--- src/rtl/status_rmw_controller_pkg.sv ---
// Shared parameters and types for the status-row read-modify-write controller.
// Row layout: block b occupies bits [2b+1:2b] = {recent, valid}.
package status_rmw_controller_pkg;

    localparam int NUM_BLOCKS      = 4;
    localparam int ADDR_WIDTH      = 6;
    localparam int ROW_WIDTH       = 2 * NUM_BLOCKS;
    localparam int BLOCK_IDX_WIDTH = $clog2(NUM_BLOCKS);

    localparam int STAT_VALID_BIT  = 0;
    localparam int STAT_RECENT_BIT = 1;

    localparam logic OP_ALLOCATE   = 1'b0;
    localparam logic OP_INVALIDATE = 1'b1;

    typedef enum logic [2:0] {
        ST_IDLE,
        ST_RD_REQ,
        ST_RD_WAIT,
        ST_WR_REQ,
        ST_RESP
    } rmw_state_t;

endpackage

--- src/rtl/status_victim_select.sv ---
// Combinational allocation policy: picks a victim block from an old status row
// and produces the updated row with the victim marked valid and recent.
module status_victim_select
    import status_rmw_controller_pkg::*;
(
    input  logic [ROW_WIDTH-1:0]       old_row,
    output logic [BLOCK_IDX_WIDTH-1:0] victim,
    output logic                       was_full,
    output logic [ROW_WIDTH-1:0]       new_row
);

    logic [NUM_BLOCKS-1:0]      valid;
    logic [NUM_BLOCKS-1:0]      recent;
    logic [NUM_BLOCKS-1:0]      hit;
    logic [NUM_BLOCKS-1:0]      new_valid;
    logic [NUM_BLOCKS-1:0]      new_recent;
    logic [BLOCK_IDX_WIDTH-1:0] free_idx;
    logic [BLOCK_IDX_WIDTH-1:0] stale_idx;
    logic                       have_free;
    logic                       have_stale;

    always_comb begin
        valid      = '0;
        recent     = '0;
        free_idx   = '0;
        stale_idx  = '0;
        have_free  = 1'b0;
        have_stale = 1'b0;
        new_row    = '0;

        for (int i = 0; i < NUM_BLOCKS; i++) begin
            valid[i]  = old_row[2*i + STAT_VALID_BIT];
            recent[i] = old_row[2*i + STAT_RECENT_BIT];
        end

        // Scan downward so the last hit recorded is the lowest index.
        for (int i = NUM_BLOCKS - 1; i >= 0; i--) begin
            if (!valid[i]) begin
                have_free = 1'b1;
                free_idx  = BLOCK_IDX_WIDTH'(i);
            end
            if (!recent[i]) begin
                have_stale = 1'b1;
                stale_idx  = BLOCK_IDX_WIDTH'(i);
            end
        end

        if (have_free) begin
            victim = free_idx;
        end else if (have_stale) begin
            victim = stale_idx;
        end else begin
            victim = '0;
        end

        hit        = NUM_BLOCKS'(1) << victim;
        new_valid  = valid | hit;
        new_recent = recent | hit;
        // Once every block looks recent, restart the epoch keeping only the victim.
        if (&new_recent) begin
            new_recent = hit;
        end

        for (int i = 0; i < NUM_BLOCKS; i++) begin
            new_row[2*i + STAT_VALID_BIT]  = new_valid[i];
            new_row[2*i + STAT_RECENT_BIT] = new_recent[i];
        end

        was_full = &valid;
    end

endmodule

--- src/rtl/status_rmw_controller.sv ---
// Read-modify-write sequencer in front of the status array: reads a row,
// applies an allocate or invalidate update, writes it back and reports the block.
module status_rmw_controller
    import status_rmw_controller_pkg::*;
#(
    parameter int TAG_WIDTH = 2
) (
    input  logic                       clk,
    input  logic                       rst,
    input  logic                       i_halt,
    input  logic                       i_valid,
    output logic                       o_ready,
    input  logic                       i_op,
    input  logic [ADDR_WIDTH-1:0]      i_addr,
    input  logic [BLOCK_IDX_WIDTH-1:0] i_block,
    output logic                       o_resp_valid,
    input  logic                       i_resp_ready,
    output logic [BLOCK_IDX_WIDTH-1:0] o_resp_block,
    output logic                       o_resp_was_full,
    output logic [TAG_WIDTH-1:0]       o_sa_tag,
    output logic [ADDR_WIDTH-1:0]      o_sa_addr,
    output logic [ROW_WIDTH-1:0]       o_sa_data,
    output logic                       o_sa_wen,
    output logic [NUM_BLOCKS-1:0]      o_sa_wmask,
    output logic                       o_sa_valid,
    input  logic                       i_sa_ready,
    input  logic [TAG_WIDTH-1:0]       i_sa_tag,
    input  logic [ROW_WIDTH-1:0]       i_sa_data,
    input  logic                       i_sa_valid
);

    rmw_state_t                 state, state_n;
    logic [TAG_WIDTH-1:0]       seq, seq_n;

    logic                       cur_op, cur_op_n;
    logic [ADDR_WIDTH-1:0]      cur_addr, cur_addr_n;
    logic [BLOCK_IDX_WIDTH-1:0] cur_block, cur_block_n;
    logic [BLOCK_IDX_WIDTH-1:0] res_block, res_block_n;
    logic                       res_full, res_full_n;

    logic                       sa_valid_n;
    logic                       sa_wen_n;
    logic [TAG_WIDTH-1:0]       sa_tag_n;
    logic [ADDR_WIDTH-1:0]      sa_addr_n;
    logic [ROW_WIDTH-1:0]       sa_data_n;
    logic [NUM_BLOCKS-1:0]      sa_wmask_n;
    logic                       resp_valid_n;
    logic [BLOCK_IDX_WIDTH-1:0] resp_block_n;
    logic                       resp_full_n;

    logic [BLOCK_IDX_WIDTH-1:0] alloc_block;
    logic                       alloc_full;
    logic [ROW_WIDTH-1:0]       alloc_row;
    logic [ROW_WIDTH-1:0]       inv_row;
    logic [NUM_BLOCKS-1:0]      inv_mask;

    status_victim_select u_victim (
        .old_row  (i_sa_data),
        .victim   (alloc_block),
        .was_full (alloc_full),
        .new_row  (alloc_row)
    );

    // Invalidate clears only the target block; the rest of the row is the old data.
    assign inv_row  = i_sa_data & ~(ROW_WIDTH'(2'b11) << {cur_block, 1'b0});
    assign inv_mask = NUM_BLOCKS'(1) << cur_block;

    // Halt does not gate ready: the state register ignores the accept while halted.
    assign o_ready = (state == ST_IDLE) && !rst;

    always_comb begin
        state_n      = state;
        seq_n        = seq;
        cur_op_n     = cur_op;
        cur_addr_n   = cur_addr;
        cur_block_n  = cur_block;
        res_block_n  = res_block;
        res_full_n   = res_full;
        sa_valid_n   = o_sa_valid;
        sa_wen_n     = o_sa_wen;
        sa_tag_n     = o_sa_tag;
        sa_addr_n    = o_sa_addr;
        sa_data_n    = o_sa_data;
        sa_wmask_n   = o_sa_wmask;
        resp_valid_n = o_resp_valid;
        resp_block_n = o_resp_block;
        resp_full_n  = o_resp_was_full;

        case (state)
            ST_IDLE: begin
                if (i_valid) begin
                    state_n     = ST_RD_REQ;
                    cur_op_n    = i_op;
                    cur_addr_n  = i_addr;
                    cur_block_n = i_block;
                    sa_valid_n  = 1'b1;
                    sa_wen_n    = 1'b0;
                    sa_tag_n    = seq;
                    sa_addr_n   = i_addr;
                    sa_data_n   = '0;
                    sa_wmask_n  = '0;
                end
            end
            ST_RD_REQ: begin
                if (i_sa_ready) begin
                    state_n    = ST_RD_WAIT;
                    sa_valid_n = 1'b0;
                end
            end
            ST_RD_WAIT: begin
                if (i_sa_valid && (i_sa_tag == seq)) begin
                    state_n    = ST_WR_REQ;
                    seq_n      = seq + TAG_WIDTH'(1);
                    sa_valid_n = 1'b1;
                    sa_wen_n   = 1'b1;
                    sa_addr_n  = cur_addr;
                    if (cur_op == OP_ALLOCATE) begin
                        sa_data_n   = alloc_row;
                        sa_wmask_n  = '1;
                        res_block_n = alloc_block;
                        res_full_n  = alloc_full;
                    end else begin
                        sa_data_n   = inv_row;
                        sa_wmask_n  = inv_mask;
                        res_block_n = cur_block;
                        res_full_n  = 1'b0;
                    end
                end
            end
            ST_WR_REQ: begin
                if (i_sa_ready) begin
                    state_n      = ST_RESP;
                    sa_valid_n   = 1'b0;
                    sa_wen_n     = 1'b0;
                    resp_valid_n = 1'b1;
                    resp_block_n = res_block;
                    resp_full_n  = res_full;
                end
            end
            ST_RESP: begin
                if (i_resp_ready) begin
                    state_n      = ST_IDLE;
                    resp_valid_n = 1'b0;
                end
            end
            default: begin
                state_n = ST_IDLE;
            end
        endcase
    end

    always_ff @(posedge clk) begin
        if (rst) begin
            state           <= ST_IDLE;
            seq             <= '0;
            o_sa_valid      <= 1'b0;
            o_sa_wen        <= 1'b0;
            o_sa_tag        <= '0;
            o_sa_addr       <= '0;
            o_sa_data       <= '0;
            o_sa_wmask      <= '0;
            o_resp_valid    <= 1'b0;
            o_resp_block    <= '0;
            o_resp_was_full <= 1'b0;
        end else if (!i_halt) begin
            state           <= state_n;
            seq             <= seq_n;
            cur_op          <= cur_op_n;
            cur_addr        <= cur_addr_n;
            cur_block       <= cur_block_n;
            res_block       <= res_block_n;
            res_full        <= res_full_n;
            o_sa_valid      <= sa_valid_n;
            o_sa_wen        <= sa_wen_n;
            o_sa_tag        <= sa_tag_n;
            o_sa_addr       <= sa_addr_n;
            o_sa_data       <= sa_data_n;
            o_sa_wmask      <= sa_wmask_n;
            o_resp_valid    <= resp_valid_n;
            o_resp_block    <= resp_block_n;
            o_resp_was_full <= resp_full_n;
        end
    end

endmodule

--- config.mk ---
export PLATFORM = sky130hd
export DESIGN_NAME = status_rmw_controller
export DESIGN_NICKNAME = d
export VERILOG_FILES = /design/src/rtl/status_rmw_controller_pkg.sv /design/src/rtl/status_victim_select.sv /design/src/rtl/status_rmw_controller.sv
export SDC_FILE = /design/constraint.sdc
export NUM_CORES = 1
export LEC_CHECK = 0
export CAP_MARGIN = 15
export CORE_MARGIN = 2
export CORE_UTILIZATION = 48
export DETAILED_ROUTE_END_ITERATION = 7
export MAX_ROUTING_LAYER = met4
export PLACE_DENSITY = 0.79
export SETUP_SLACK_MARGIN = 0.05
export SLEW_MARGIN = 20
export SYNTH_ARGS = -nofsm -noshare
export SYNTH_HDL_FRONTEND = slang
export SYNTH_SLANG_ARGS = --single-unit
--- constraint.sdc ---
create_clock -name clk -period 2.2 [get_ports clk]
set_input_delay 0.44 -clock clk [delete_from_list [all_inputs] [get_ports clk]]
set_output_delay 0.44 -clock clk [all_outputs]
set_load 0.01 [all_outputs]
Yosys cells after proc, flatten, opt, wreduce, memory -nomap -nowiden:

Cells that the tools add are included.

* add/subtract/negate cells: 1
* $mul: 0
* div/mod/pow operators: 0
* $lt $le $gt $ge: 0
* equality and inequality tests: 11
* shifts and indexed selects: 3
* muxes and demuxes: 46
* bitwise gates (word level): 6
* reductions and logical operators: 21

Operators with widths (count)
* $mux W8: 3
* $reduce_and A4 Y1: 6
* $mux W2: 11
* $mux W4: 4
* $pmux W8 S2: 1
* $mux W3: 5
* $pmux W3 S5: 1
* $mux W1: 14
* $mux W6: 2
* $pmux W6 S2: 1
* $ne A2 B2 Y1 const B: 5
* $reduce_and A5 Y1: 2
* $reduce_and A3 Y1: 3
* $and A8 B8 Y8: 1
* $not A8 Y8: 1
* $or A4 B4 Y4: 2
* $pmux W4 S2: 1
* $shl A1 B2 Y4 const A: 2
* $shl A2 B3 Y8 const A: 1
* $eq A3 B2 Y1 const B: 2
* $pmux W1 S3: 2
* $reduce_and A6 Y1: 1
* $reduce_bool A3 Y1: 2
* $reduce_bool A2 Y1: 2
* other kinds (11): 13

* bits in registers: 43
* latch bits: 0
* RAM bits: 0
* memory bits (read-only): 0
* output and inout port bits: 27
* logic and storage cells: 104
* memories kept: 0

Logic depth before layout (Yosys ltp):

* depth in word-level cells: 13
* depth in mapped cells: 7

By module:

A second synthesis with hierarchy kept.

* cell total of the unflattened synthesis: 224
* area, all modules: 2180.8 um2

By module, submodules not included
* status_rmw_controller: instances 1, cells each 167, area an instance 1793.0 um2, sequential area each 980.9 um2
* status_victim_select: instances 1, cells each 57, area an instance 387.9 um2, sequential area each 0.0 um2

Least setup slack after synthesis:

Ideal clock, no wire load.

* path kind: register to register
* from: register state[2]
* to: register o_sa_wmask[0]
* library setup time: 0.128 ns
* arrival time: 1.410 ns
* data required time: 2.072 ns
* path slack: 0.662 ns
* cell stages (with the launch flop): 8
* buffers on the path: 2
* cell sequence: dfxtp_1 > buf_6 > nor4b_4 > nand4_2 > and2_4 > buf_6 > a22oi_1 > nor2_1

* word-level cells in the longest chain between the ends: 3
* elaborated cells on any way between the ends: 7
* classes of those cells: eq/ne: 3; mux: 1; reduce/logical: 3

Ends and longest elaborated chain
* start: declaration: RTL line status_rmw_controller.sv:32 `rmw_state_t state, state_n;`
* start signal: assignment: RTL line status_rmw_controller.sv:166 `state <= state_n;`
* $eq A3 B2 Y1 or $logic_not A3 Y1 (tied branches): RTL line status_rmw_controller.sv:89 `case (state)`
* $ne A2 B2 Y1 (no line) or $reduce_bool A2 Y1 (tied branches)
* $reduce_and A4 Y1 (no line)
* end signal: assignment: RTL line status_rmw_controller.sv:178 `o_sa_wmask <= sa_wmask_n;`
* end: declaration: RTL line status_rmw_controller.sv:24 `output logic [NUM_BLOCKS-1:0] o_sa_wmask,`

Parallel ways exist; a longest one is shown, timed or not.
A chain may end at the register's enable or synchronous reset.

Final worst setup path:

* from: input port i_halt
* to: register o_sa_data[7]

* word-level cells in the longest chain between the ends: 2

Ends and longest elaborated chain
* start: declaration: RTL line status_rmw_controller.sv:10 `input logic i_halt,`
* $not A1 Y1 (no line)
* $reduce_and A4 Y1 (no line)
* end signal: assignment: RTL line status_rmw_controller.sv:177 `o_sa_data <= sa_data_n;`
* end: declaration: RTL line status_rmw_controller.sv:22 `output logic [ROW_WIDTH-1:0] o_sa_data,`

Every way passes these cells.

==> results.rst <==
.. list-table::
   :header-rows: 1

   * - Metric
     - Value
   * - Result of the run
     - complete, no violations
   * - Iter 0 DRT Violations
     - 145
   * - Top-level I/O count
     - 53
   * - Peak Freq
     - 530 MHz
   * - Startpoint type of the worst setup path
     - input port
   * - Synthesized instance count
     - 216
   * - Post-synth top flop
     - dfxtp_1
   * - Area enclosed by the die boundary
     - 0.00481 mm^2
   * - WL final
     - 4660 um
   * - Detail Route met2 WL
     - 2200 um
   * - Pin count of the biggest net entering global routing
     - 36
   * - Final Util
     - 69.0%
   * - Final layout net count
     - 303
   * - Number of enable flip-flop cells after synthesis
     - 12
   * - Hold Fails Final Rpt
     - 0
   * - Net switching component of the power
     - 382 uW
   * - Place WS
     - 0.0111 ns
   * - Worst endpoint required time
     - 2.36 ns
   * - Hold crit path type
     - reg2reg
   * - Static Leak
     - 0.00102 uW
   * - Sort of element at the end of the critical path
     - flip-flop
   * - Total via count after detailed routing
     - 1,835
   * - # rows
     - 23
   * - Worst endpoint data arrival time
     - 2.05 ns
   * - Total inserted antenna cells
     - 0
   * - Power Dens Cells
     - 592 mW/mm^2
   * - Type of the worst setup path
     - in2reg
   * - Largest delay contributor family on the critical path
     - simple AND/OR/NAND/NOR gates
   * - Yosys synthesis warning count
     - 0
   * - Total nets after synthesis
     - 242
   * - Delay of the slowest cell on the worst path
     - 0.53 ns
   * - Total core area
     - 0.00406 mm^2
   * - Mean instance size in the synthesized netlist
     - 9.48 um^2
   * - Post-route fraction of the period consumed by the critical path
     - 85.7%
   * - Unrepaired setup endpoints after global routing
     - false
   * - P_int
     - 1280 uW
   * - Root buf cell
     - clkbuf_8
   * - Initial antenna violation count
     - 0
   * - Number of max-cap violations
     - 0
   * - Clock-pin transition on the worst setup and hold timing paths
     - 0.08 ns
   * - Area growth from synthesis to final layout
     - 36.8%
   * - Min setup slack post-route
     - 0.314 ns
   * - Area fraction of the dominant cell type after synthesis
     - 30.3%
   * - DP HPWL
     - 3320 um
   * - CTS Buf Count
     - 5
   * - Top cells by area in the synthesized netlist
     - dfxtp_1 30%, edfxtp_1 18%, mux2i_1 5.4%
   * - H-tree depth
     - 2
   * - Proportion of synthesized chip area in sequential cells
     - 47.9%
   * - Number of endpoints failing setup at the final stage
     - 0
   * - Clock skew after layout
     - 0.00465 ns
   * - Critical Path Fanout Max
     - 14
   * - Met1 routed wirelength after detailed routing
     - 2120 um
   * - Synthesized cell area
     - 0.00205 mm^2
   * - Routability-driven placement congestion ratio
     - 0.868
   * - Fin Setup TNS
     - 0 ns
   * - Met3 Routed Length
     - 312 um
   * - Die Span Y
     - 69.3 um
   * - Crit path max-delay cell type
     - clkdlybuf4s50_1
   * - Worst-case vdd ir drop
     - 0.465 mV
   * - Highest metal layer used by the detailed router
     - met4
   * - Max-Slew Margin vs Limit
     - 70.2%
   * - Remaining number of nets flagged by the antenna check after routing
     - 0
   * - Bufs and invs on worst path
     - 1
   * - Switching power as a share of total power
     - 23.0%
   * - Congestion Overflow GR
     - 0
   * - Routed wire per std cell
     - 14.2 um
   * - Remaining routing DRC violations
     - 0
   * - Port Buffer Count
     - 52
   * - Count of state elements after synthesis
     - 43
   * - Total routing usage reported by global routing
     - 20.2%
   * - Number of global-route vias before repair
     - 1,633
   * - Final Total Pwr
     - 1660 uW
   * - Pre-Repair DR Iteration Count
     - 4
   * - Final max-slew violation count
     - 0
   * - Max clock buf depth
     - 2
   * - Clock network power share
     - 35.7%
   * - Global-route wire length before repair
     - 7640 um
   * - Worst-path cell chain
     - clkdlybuf4s50_1 > nor4b_4 > nand4_2 > and2_4 > a32oi_1 > o221ai_1
   * - Relative contribution of combinational cells to total power
     - 13.7%
   * - Clock tree from TritonCTS
     - yes
   * - Clock Sink Count
     - 43
   * - Initial Utilization
     - 50.5%
   * - Clock latency on the worst-skew pair
     - 0.29 ns
   * - Minimum clock period after layout
     - 1.89 ns
   * - Portion of total power attributed to sequential cells
     - 50.6%
   * - Horizontal die dimension
     - 69.3 um
   * - Per-cell via count in the routed design
     - 5.59
   * - Unique masters post-synth
     - 49
   * - Proportion of layout cells with a drive suffix above 1
     - 12.9%
   * - Transition time at the pin with the least slew margin
     - 0.446 ns
   * - Fraction of registers with async set/reset
     - 0%
   * - Cell accounting for the most synthesized area
     - dfxtp_1
-- final timing paths --
check          startpoint      endpoint  slack (ns)  depth (start not counted)
max reg2reg      state[0]  o_sa_data[7]        0.48                          6
min reg2reg  o_sa_data[4]  o_sa_data[4]        0.46                          2
min          o_sa_data[4]  o_sa_data[4]        0.46                          2
max                i_halt  o_sa_data[7]        0.31                          6
-- layout by cell type, fill, tap and decap left out, drive strengths merged, types with 2 or more instances in the layout --
master,netlist,routed
a211oi,8,8
a21boi,2,2
a21oi,16,16
a22oi,4,4
a31o,2,2
a31oi,3,3
a32oi,2,2
and4,2,2
buf,7,15
clkbuf,6,5
clkdlybuf4s50,0,51
clkinv,0,2
dfxtp,31,31
edfxtp,12,12
inv,9,9
mux2i,11,11
nand2,22,22
nand3,6,6
nand4,2,2
nand4b,2,2
nor2,28,28
nor3,2,2
o21ai,16,16
o221ai,3,3
or3,2,2
xnor2,2,2
xor2,2,2
-- per-stage QoR --
stage	cell area [um^2]	std cells	hold WS [ns]
2_1_floorplan	2050	216	0.453
3_3_place_gp	2700	320	0.443
3_5_place_dp	2700	320	0.450
4_1_cts	2800	328	0.459
5_1_grt	2800	328	0.491
6_report	2800	328	0.459
-- power by group through the flow --
stage / clock (uW) / combinational, uW / sequential, uW
floorplan: 0 / 101 / 862
global placement: 0 / 224 / 858
detailed placement: 0 / 226 / 858
CTS: 603 / 227 / 839
global route: 647 / 246 / 841
finish: 593 / 226 / 839
-- cell type report --
cell class,count,area (um^2)
sequential,43,981
inverter,9,33.8
clock inverter,3,38.8
clock buffer,5,68.8
tap,50,62.6
multi-input combinational,151,960
fill,311,1260
timing repair buffer,67,657
-- repair_timing --
item / 4_1_cts / 5_1_grt
buffers inserted: 0 / 0
setup endpoints to repair: 1 / 0
resized for setup: 1 / 0
hold buffers: 0 / 0
-- worst min-delay path: stages (launching register included) --
cell     delay [ns]
dfxtp_1        0.31
nand2_1        0.05
a21oi_1        0.05
-- sequential cells by signal, summed over array words and instances, names as in the netlist, 2 cells and up --
name / count
res_block: 2
o_sa_addr: 6
o_sa_data: 8
seq: 2
cur_addr: 6
o_resp_block: 2
o_sa_tag: 2
o_sa_wmask: 4
state: 3
cur_block: 2
-- cell families (layout without fill, tap and decap cells) --
kind of cell / Yosys count / count (layout) / synth area share [%]
AO/OA/AOI/OAI: 62 / 62 / 20.8
XOR/XNOR: 4 / 4 / 1.71
buffers and inverters: 22 / 84 / 5.25
flip-flops: 43 / 43 / 47.9
multiplexers: 11 / 11 / 5.38
AND/OR/NAND/NOR: 74 / 74 / 19.0
-- synth_stat cells, types with 3 or more instances --
cell type / count
a211oi_1: 4
a211oi_2: 4
a21oi_1: 16
a22oi_1: 4
a31oi_1: 3
clkbuf_1: 6
dfxtp_1: 31
edfxtp_1: 12
inv_1: 7
mux2i_1: 11
nand2_1: 22
nand3_1: 5
nor2_1: 28
o21ai_0: 11
o21ai_1: 4
o221ai_1: 3
-- layer usage --
| layer | vias up | GRT usage, % |
|---|---|---|
| li1 | 912 | - |
| met1 | 855 | 27.7 |
| met2 | 66 | 29.5 |
| met3 | 2 | 5.23 |
| met4 | 0 | 6.10 |
| met5 | - | - |
Note: power is estimated with default switching activity, not from simulation.
==> variant: new RTL, same settings <==
Set the parameter `TAG_WIDTH` to 3 (it was 2).
--- a/src/rtl/status_rmw_controller.sv
+++ b/src/rtl/status_rmw_controller.sv
@@ -3,7 +3,7 @@
 module status_rmw_controller
     import status_rmw_controller_pkg::*;
 #(
-    parameter int TAG_WIDTH = 2
+    parameter int TAG_WIDTH = 3
 ) (
     input  logic                       clk,
     input  logic                       rst,
Interface: changed (resized i_sa_tag and o_sa_tag); port bits go from 53 to 55. The function was not compared with the original's and may differ.
==> variant against the original RTL <==
Register-to-register slack got worse by 0.04 ns. Hold slack got worse by 0.0020 ns. Largest cell class is now multi-input combinational cells. Final cell count rose by 2.7%. Synthesized area rose by 8.7%. Critical path depth rose by 2. Setup slack improved by 0.044 ns. Design area rose by 6.1%. Non-clock buffer count rose by 2. Clock skew rose by 0.0041 ns. Clock power rose by 2%. Routed wire length rose by 3.8%. Total power rose by 7.7%. Sequential cell count rose by 2.
==> variant: results (changes against the original RTL) <==
Placed design
  – Gpl congestion: 0.868 (about the same)
  – Number of instances in the placed design: 329 (+2.8%)
  – HPWL Detailed: 3.56 mm (+7.3%)
  – Placed inst area: 2860 um^2 (+6.0%)
  – Buffers on Ports: 54 (+3.8%)

Logic synthesis
  – Post-Synth XOR/XNOR Area: 1.97% (+0.26 points)
  – Top post-synthesis cells by count: dfxtp_1 (33), a21oi_1 (20), nand2_1 (17)
  – Synthesis Warnings: 0 (unchanged)
  – Asr flop ratio synth: 0% (unchanged)
  – Post-Synth Adder-Cell Area: 0.562% (+0.56 points)
  – Synth Instances: 225 (+4.2%)
  – Sequential share of the synthesized area: 45.9% (-2.0 points)
  – Syn Nets: 253 (+4.5%)
  – Compound-Gate Fraction of Synth Area: 24.8% (+4.0 points)
  – Library cells used by synthesis: 52 (+6.1%)
  – Area contributors post-synth: dfxtp_1 (30%), edfxtp_1 (16%), mux2i_1 (4.9%)
  – Main synth FF type: dfxtp_1
  – Mux contribution to synthesized area: 5.45% (+0.077 points)
  – Post-synth EDFFs: 12 (unchanged)

Clock network
  – Clk root buf: clkbuf_8
  – Clk_lat worst skew: 0.29 ns (about the same)
  – H-tree depth: 2 (unchanged)
  – Worst-path clk slew: 0.09 ns
  – Clock Tree Buf Depth: 2 (unchanged)
  – Number of CTS-inserted buffers: 5 (unchanged)

Finish
  – Antenna cells: 0 (unchanged)
  – Fillers: 367 (+18%)
  – Biggest regs: o_sa_data: 8 flops, cur_addr: 6 flops, o_sa_addr: 6 flops
  – Fin nets: 312 (+3.0%)
  – Fin cells: 337 (+2.7%)
  – Share of post-route cells with drive strength above 1: 12.6% (-0.32 points)

Worst hold path
  – Worst Hold Class: reg2reg

Power and ir drop
  – Static Leak: 1.11 nW (+8.2%)
  – VDD IR max: 0.000462 V (-0.66%)

STA
  – Slew @ Worst Pin: 0.563 ns (+0.117 ns)
  – Worst clock skew: 0.00880 ns (+0.00415 ns)
  – Setup TNS: 0 ns (unchanged)

Global route
  – Largest net degree at the start of global routing: 27 (-25%)
  – Global-route wire length before repair: 8.07 mm (+5.6%)
  – Initial antenna violation count: 0 (unchanged)
  – Total track usage: 20.1% (-0.094 points)
  – Vias in the first global route: 1734 (+6.2%)

Route
  – Routed len/inst: 14.4 um (+0.98%)
  – DR iter-0 viols: 161 (+11%)
  – Via density per instance: 5.70 (+1.9%)
  – DR pass1 iterations: 4 (unchanged)

Setup path
  – Max stage delay on crit path: 0.43 ns (-0.10 ns)
  – Slowest-stage cell, CP: clkdlybuf4s50_1
  – Worst Path Max Fanout: 14 (unchanged)
  – CP arrival: 2.05 ns (about the same)

Outcome
  – Status: complete, no violations
[variant: changes by cell type in the layout (fill, tap and decap cells not counted), sizes merged, moves of 5 or more]
cell    unedited run  this run
a311oi             1         6
nand2             22        17
a21oi             16        21
a211oi             8         0
a22o               0         9
nor2              28        12
[variant: through the flow]
stage / setup WS [ns] / hold WS [ns]
6_report: 0.357 / 0.457
5_1_grt: 0.238 / 0.486
4_1_cts: 0.0622 / 0.461
3_5_place_dp: 0.0623 / 0.443
3_3_place_gp: 0.0491 / 0.432
2_1_floorplan: 0.203 / 0.481
[variant: report_power, final]
| part | internal (W) | leakage [nW] | switching, W |
|---|---|---|---|
| Sequential | 0.000871 | 0.376 | 0.0000233 |
| Clock | 0.000335 | 0.0561 | 0.000270 |
| Combinational | 0.000143 | 0.675 | 0.000145 |
| Total | 0.00135 | 1.11 | 0.000438 |
[variant: what timing repair did]
item / in CTS / in global routing
setup buffers: 0 / 0
gates resized for setup: 0 / 2
endpoints found under the setup margin: 0 / 1
[variant: path summary, 6_finish.rpt]
| kind | end | cells past startpoint | start | slack (ns) |
|---|---|---|---|---|
| setup / recovery | o_sa_addr[2] | 8 | i_halt | 0.36 |
| hold / removal | o_resp_was_full | 2 | o_resp_was_full | 0.46 |
| setup reg to reg | o_sa_addr[2] | 5 | state[1] | 0.44 |
| hold reg to reg | o_resp_was_full | 2 | o_resp_was_full | 0.46 |
[variant: area by class of cell]
type / count / area (um^2) / share of cell area (%)
clock buffers: 5 / 68.8 / 2.31
clock inverters: 3 / 40.0 / 1.35
inverters: 6 / 22.5 / 0.758
multi-input cells: 157 / 1090 / 36.6
flip-flops and latches: 45 / 1020 / 34.3
well taps: 52 / 65.1 / 2.19
repair buffers: 69 / 668 / 22.5
[variant: logic make-up (layout without fill, tap and decap cells)]
kind of cell | count (synthesis) | count (layout)
flops | 45 | 45
fa+ha+maj | 1 | 1
simple gates | 64 | 64
buf+inv | 23 | 83
mux | 12 | 12
compound gates | 75 | 75
xor+xnor | 5 | 5
[variant: worst max-delay path, delay by kind of cell]
family | cells | cell delay [ns]
AOI/OAI and AO/OA | 3 | 0.44
buffers and inverters | 3 | 0.83
and+or+nand+nor | 2 | 0.34
[variant: routing by layer]
layer	part of all wire [%]	track usage [%]	up-vias
li1	-	-	958
met1	48	28.4	908
met2	47	30.1	51
met3	4.0	3.33	4
met4	0.74	5.66	0
met5	0	-	-
